**src/rtl/seg_ripple_adder.sv**
```systemverilog
// Multi-cycle segmented ripple-carry adder/subtractor with valid/ready handshake.
// Define SEG_ADD_BIAS_EN to compile in the bias-removal pass ({carry_out, sum} - BIAS).
module seg_ripple_adder #(
    parameter int          WIDTH = 8,
    parameter int          SEG   = 2,
    parameter int unsigned BIAS  = 127
) (
    input  logic             clk,
    input  logic             rst,
    input  logic             in_valid,
    output logic             in_ready,
    input  logic [WIDTH-1:0] a,
    input  logic [WIDTH-1:0] b,
    input  logic             sub,
    output logic             out_valid,
    input  logic             out_ready,
    output logic [WIDTH-1:0] sum,
    output logic             carry_out,
    output logic             underflow,
    output logic [1:0]       state_dbg
);

    localparam int NSEG  = WIDTH / SEG;
    localparam int CNT_W = (NSEG > 1) ? $clog2(NSEG) : 1;
    localparam logic [CNT_W-1:0] LAST_SEG = CNT_W'(NSEG - 1);

    if (WIDTH < 2 || SEG < 1 || (WIDTH % SEG) != 0 ||
        (WIDTH < 32 && (BIAS >> WIDTH) != 0)) begin : g_bad_params
        $error("seg_ripple_adder: illegal WIDTH/SEG/BIAS combination");
    end

    // Handshakes: a transfer happens on a rising edge where valid && ready.
    // in_ready is high only in IDLE; out_valid is high only in DONE and the
    // result is held unchanged until out_ready is seen.
`ifdef SEG_ADD_BIAS_EN
    typedef enum logic [1:0] {S_IDLE = 2'd0, S_ADD = 2'd1, S_BIAS = 2'd2, S_DONE = 2'd3} state_t;
    localparam logic [WIDTH-1:0] BIAS_L = WIDTH'(BIAS);
    localparam logic [WIDTH-1:0] NBIAS  = ~BIAS_L;
`else
    typedef enum logic [1:0] {S_IDLE = 2'd0, S_ADD = 2'd1, S_DONE = 2'd3} state_t;
`endif

    state_t           state, state_nx;
    logic [CNT_W-1:0] seg_cnt;
    logic             carry_r;
    logic [WIDTH-1:0] op_a, op_b, sum_r;
    logic             carry_out_r;
    int               seg_lo;
    logic [SEG-1:0]   seg_x, seg_y;
    logic [SEG:0]     seg_res;

    always_comb begin
        state_nx = state;
        seg_lo   = int'(seg_cnt) * SEG;
        seg_x    = op_a[seg_lo +: SEG];
        seg_y    = op_b[seg_lo +: SEG];
`ifdef SEG_ADD_BIAS_EN
        // The bias pass reuses the segment adder on the partial result and ~BIAS.
        if (state == S_BIAS) begin
            seg_x = sum_r[seg_lo +: SEG];
            seg_y = NBIAS[seg_lo +: SEG];
        end
`endif
        seg_res = {1'b0, seg_x} + {1'b0, seg_y} + (SEG+1)'(carry_r);
        case (state)
            S_IDLE: if (in_valid) state_nx = S_ADD;
`ifdef SEG_ADD_BIAS_EN
            S_ADD:  if (seg_cnt == LAST_SEG) state_nx = S_BIAS;
            S_BIAS: if (seg_cnt == LAST_SEG) state_nx = S_DONE;
`else
            S_ADD:  if (seg_cnt == LAST_SEG) state_nx = S_DONE;
`endif
            S_DONE: if (out_ready) state_nx = S_IDLE;
            default: state_nx = S_IDLE;
        endcase
    end

`ifdef SEG_ADD_BIAS_EN
    logic underflow_r;
`endif

    always_ff @(posedge clk) begin
        if (rst) begin
            state       <= S_IDLE;
            seg_cnt     <= '0;
            carry_r     <= 1'b0;
            op_a        <= '0;
            op_b        <= '0;
            sum_r       <= '0;
            carry_out_r <= 1'b0;
`ifdef SEG_ADD_BIAS_EN
            underflow_r <= 1'b0;
`endif
        end else begin
            state <= state_nx;
            case (state)
                S_IDLE: begin
                    if (in_valid) begin
                        op_a    <= a;
                        op_b    <= b ^ {WIDTH{sub}};
                        carry_r <= sub;
                        seg_cnt <= '0;
                    end
                end
                S_ADD: begin
                    sum_r[seg_lo +: SEG] <= seg_res[SEG-1:0];
                    carry_r              <= seg_res[SEG];
                    if (seg_cnt == LAST_SEG) begin
                        seg_cnt     <= '0;
                        carry_out_r <= seg_res[SEG];
`ifdef SEG_ADD_BIAS_EN
                        carry_r     <= 1'b1;
`endif
                    end else begin
                        seg_cnt <= seg_cnt + CNT_W'(1);
                    end
                end
`ifdef SEG_ADD_BIAS_EN
                S_BIAS: begin
                    sum_r[seg_lo +: SEG] <= seg_res[SEG-1:0];
                    carry_r              <= seg_res[SEG];
                    if (seg_cnt == LAST_SEG) begin
                        // Top bit of ~BIAS is 1: bit WIDTH = co ^ 1 ^ c, borrow iff no carry out of it.
                        seg_cnt     <= '0;
                        carry_r     <= 1'b0;
                        carry_out_r <= carry_out_r ^ ~seg_res[SEG];
                        underflow_r <= ~(carry_out_r | seg_res[SEG]);
                    end else begin
                        seg_cnt <= seg_cnt + CNT_W'(1);
                    end
                end
`endif
                default: ;
            endcase
        end
    end

    assign in_ready  = (state == S_IDLE);
    assign out_valid = (state == S_DONE);
    assign sum       = sum_r;
    assign carry_out = carry_out_r;
    assign state_dbg = state;
`ifdef SEG_ADD_BIAS_EN
    assign underflow = underflow_r;
`else
    assign underflow = 1'b0;
`endif

endmodule

```
**config.mk**
```make
export PLATFORM = sky130hd
export DESIGN_NAME = seg_ripple_adder
export DESIGN_NICKNAME = d
export VERILOG_FILES = /design/src/rtl/seg_ripple_adder.sv
export SDC_FILE = /design/constraint.sdc
export NUM_CORES = 1
export LEC_CHECK = 0
export CAP_MARGIN = 20
export CELL_PAD_IN_SITES_DETAIL_PLACEMENT = 1
export CELL_PAD_IN_SITES_GLOBAL_PLACEMENT = 2
export CORE_MARGIN = 2
export CORE_UTILIZATION = 25
export DETAILED_ROUTE_END_ITERATION = 12
export GPL_TIMING_DRIVEN = 0
export PLACE_DENSITY_LB_ADDON = 0.1
export SETUP_SLACK_MARGIN = 0.02
export SYNTH_ARGS = -nofsm -noshare
export SYNTH_HDL_FRONTEND = slang
export SYNTH_SLANG_ARGS = --single-unit
```
**constraint.sdc**
```tcl
create_clock -name clk -period 2.2 [get_ports clk]
set_clock_uncertainty 0.05 [all_clocks]
set_input_delay 0.22 -clock clk [delete_from_list [all_inputs] [get_ports clk]]
set_output_delay 0.22 -clock clk [all_outputs]
set_load 0.05 [all_outputs]
```
==> impl_metrics.env <==
export IMPL_cp_required_ns=2.36
export IMPL_seqPwrFrac=0.423
export IMPL_postSynthAreaPerCell_um2=10.2
export IMPL_post_route_min_period_ns=2.31
export IMPL_ys_warn_count=0
export IMPL_drt_antenna_violating_nets=0
export IMPL_drive_above_1_share=0.214
export IMPL_cts_tree="built"
export IMPL_gr_usage_all_layers=0.132
export IMPL_first_pass_iters=4
export IMPL_ys_types=33
export IMPL_cp_arrival_ns=2.47
export IMPL_drt_wl_total_mm=3.96
export IMPL_cap_violations=0
export IMPL_rsz0062_at_grt="yes"
export IMPL_combPwrFrac=0.203
export IMPL_synth_simple_area_share=0.180
export IMPL_grt_pass1_wl_mm=6.51
export IMPL_grt_overflow_total=0
export IMPL_tightest_slew_ns=0.578
export IMPL_cts_root_buf="clkbuf_8"
export IMPL_syn_inst=150
export IMPL_antenna_cells=0
export IMPL_vias=1238
export IMPL_synth_top_family_by_area="simple AND/OR/NAND/NOR gates"
export IMPL_viasPerCell=4.64
export IMPL_p_leak_nw=0.759
export IMPL_fillers=680
export IMPL_irDropWorstVdd_mv=0.307
export IMPL_synth_nets=179
export IMPL_fp_row_count=28
export IMPL_crit_fanout=4
export IMPL_swShare=0.269
export IMPL_initial_utilization=0.258
export IMPL_fp_coreArea_um2=5920
export IMPL_hold_ws_ns=0.332
export IMPL_r2r_start="seg_cnt[0]"
export IMPL_drt_iter0_markers=31
export IMPL_finalHoldViolations=0
export IMPL_die_x_um=82.1
export IMPL_min_period_over_period=1.05
export IMPL_ys_flop_type="dfxtp_1"
export IMPL_io_pins=35
export IMPL_clk_latency_ns=0.28
export IMPL_p_clk_frac=0.375
export IMPL_yosysSeqAreaShare=0.393
export IMPL_cts_buffers=5
export IMPL_end_kind="flip-flop"
export IMPL_h_tree_depth=2
export IMPL_min_to="carry_r"
export IMPL_wl_per_cell_um=14.8
export IMPL_fin_util=0.354
export IMPL_grt_pass1_vias=1351
export IMPL_gp_congestion=0.737
export IMPL_pwr_density_cell_nw_per_um2=669
export IMPL_dp_cells=257
export IMPL_hp_class="input pin to flip-flop"
export IMPL_p_int_w=0.00102
export IMPL_clk_pin_slew_ns=0.06
export IMPL_post_route_drc_count=0
export IMPL_die_area_um2=6750
export IMPL_synth_edf_count=0
export IMPL_finalMaxSlewViolations=0
export IMPL_finalNonFillerCells=267
export IMPL_reg2regPathDepth=6
export IMPL_syn2layout_area_growth_pct=37.4
export IMPL_ys_async_sr_fraction=0
export IMPL_fin_ws_ns=-0.108
export IMPL_synth_compound_area_frac=0.135
export IMPL_worst_r2r_endpoint="sum[3]"
export IMPL_cts_max_path_buffers=2
export IMPL_hpwl_mm=3.00
export IMPL_synth_fa_ha_area_frac=0.0754
export IMPL_p_switching_w=0.000377
export IMPL_hold_start="sub"
export IMPL_synthesis_area_um2=1530
export IMPL_crit_type="flip-flop to flip-flop"
export IMPL_port_buffers=32
export IMPL_synth_seq_cells=30
export IMPL_outcome="complete, but fails checks"
export IMPL_synthMuxAreaShare=0.111
export IMPL_maxSlewHeadroom=0.614
export IMPL_antenna_found_initial=0
export IMPL_fmax_mhz=433
export IMPL_reg2reg_setup_slack_ns=-0.11
export IMPL_grt_max_degree=11
export IMPL_start_kind="flip-flop"
export IMPL_holdPathStages=3
export IMPL_synth_xor_area_share=0.0459
export IMPL_clock_sinks=30
export IMPL_die_y_um=82.1
export IMPL_violations="setup timing"
export IMPL_nNetsFinal=220
export IMPL_setup_viol=4
## routing by layer
layer / track usage / wire [um] / vias up
li1: - / - / 601
met3: 0.0359 / 142 / 9
met5: 0 / 0 / -
met1: 0.144 / 1640 / 602
met2: 0.229 / 2060 / 26
met4: 0.0750 / 109 / 0
## critical path, stage by stage, from the launching register on
cell	delay, ns
dfxtp_4	0.37
buf_8	0.10
mux4_2	0.50
fa_2	0.36
fa_2	0.60
nand4_1	0.11
a21oi_2	0.13
## sequential cells by signal (all words and copies together), names as in the netlist
register / cells
sum: 8
op_a: 8
state_dbg: 2
carry_out: 1
carry_r: 1
op_b: 8
seg_cnt: 2
## how the worst max path moves through the flow
stage          startpoint      to  slack, ns  cells past startpoint
3_3_place_gp   seg_cnt[0]  sum[1]      -0.25                      6
2_1_floorplan  seg_cnt[0]  sum[5]      -0.03                      6
6_report       seg_cnt[0]  sum[3]      -0.11                      6
5_1_grt        seg_cnt[0]  sum[1]      -0.20                      6
4_1_cts        seg_cnt[0]  sum[1]      -0.13                      6
3_5_place_dp   seg_cnt[0]  sum[3]      -0.27                      6
## cell usage after synthesis, drive strengths merged (2+ instances only)
master | count | area (um2)
nand4 | 8 | 50.1
mux2i | 8 | 80.1
nand2 | 8 | 30.0
xnor2 | 8 | 70.1
nor2 | 21 | 78.8
clkbuf | 3 | 12.5
a211oi | 8 | 100
inv | 4 | 15.0
a21oi | 10 | 50.1
fa | 2 | 40.0
nor3b | 4 | 41.3
a22oi | 2 | 15.0
dfxtp | 30 | 601
a2111oi | 2 | 23.8
buf | 8 | 57.6
nand3b | 4 | 30.0
mux4 | 4 | 90.1
ha | 6 | 75.1
## final cells by class
| type | instances | area [um2] | area share |
|---|---|---|---|
| plain buffers | 11 | 80.1 | 0.0382 |
| inverters | 4 | 15.0 | 0.00716 |
| clock buffers | 8 | 110 | 0.0525 |
| well taps | 75 | 93.8 | 0.0447 |
| flip-flops and latches | 30 | 606 | 0.289 |
| repair buffers | 34 | 334 | 0.159 |
| multi-input cells | 105 | 858 | 0.409 |
## layout by cell type (no fill, tap or decap), types with 2 or more instances in the layout
| cell type | synthesis | layout |
|---|---|---|
| nor3b_1 | 3 | 3 |
| inv_1 | 4 | 4 |
| mux4_2 | 4 | 4 |
| clkbuf_1 | 2 | 2 |
| mux2i_1 | 8 | 8 |
| dfxtp_1 | 30 | 28 |
| a211oi_2 | 8 | 8 |
| buf_2 | 4 | 3 |
| clkdlybuf4s50_1 | 0 | 31 |
| nand2_1 | 8 | 8 |
| buf_4 | 2 | 4 |
| xnor2_1 | 8 | 8 |
| buf_6 | 2 | 2 |
| nor2_1 | 21 | 21 |
| a21oi_1 | 10 | 8 |
| nand3b_1 | 4 | 4 |
| ha_1 | 6 | 6 |
| a21oi_2 | 0 | 2 |
| nand4_1 | 8 | 8 |
| a22oi_1 | 2 | 2 |
| fa_2 | 0 | 2 |
| clkbuf_8 | 0 | 8 |
## logic make-up after synthesis
family,after synthesis
xor+xnor,8
flops,30
simple gates,52
buf+inv,15
fa+ha+maj,8
mux,12
compound gates,24
other cells,1
## power by group through the flow
stage / Combinational, W / Clock (W) / Sequential [W]
final: 0.000284 / 0.000525 / 0.000593
after global routing: 0.000314 / 0.000562 / 0.000597
after CTS: 0.000289 / 0.000548 / 0.000594
after detailed placement: 0.000279 / 0 / 0.000606
after global placement: 0.000273 / 0 / 0.000605
after floorplan: 0.000175 / 0 / 0.000614
## what timing repair did
action                                  in CTS  in global routing
pin swaps                                    3                  7
setup buffers                                2                  0
hold buffers                                 0                  0
endpoints found under the setup margin       7                  5
gates resized for setup                      4                  2
## stage by stage
| step | total power [W] | instance area, um2 | worst slack (ns) | TNS (ns) |
|---|---|---|---|---|
| after detailed placement | 0.000886 | 1960 | -0.267 | -1.19 |
| after global routing | 0.00147 | 2100 | -0.202 | -0.727 |
| after floorplan | 0.000789 | 1540 | -0.0341 | -0.134 |
| final | 0.00140 | 2100 | -0.108 | -0.409 |
| after global placement | 0.000878 | 1960 | -0.251 | -1.11 |
| after CTS | 0.00143 | 2090 | -0.129 | -0.488 |
No activity file was read; power rests on OpenSTA's default activity.
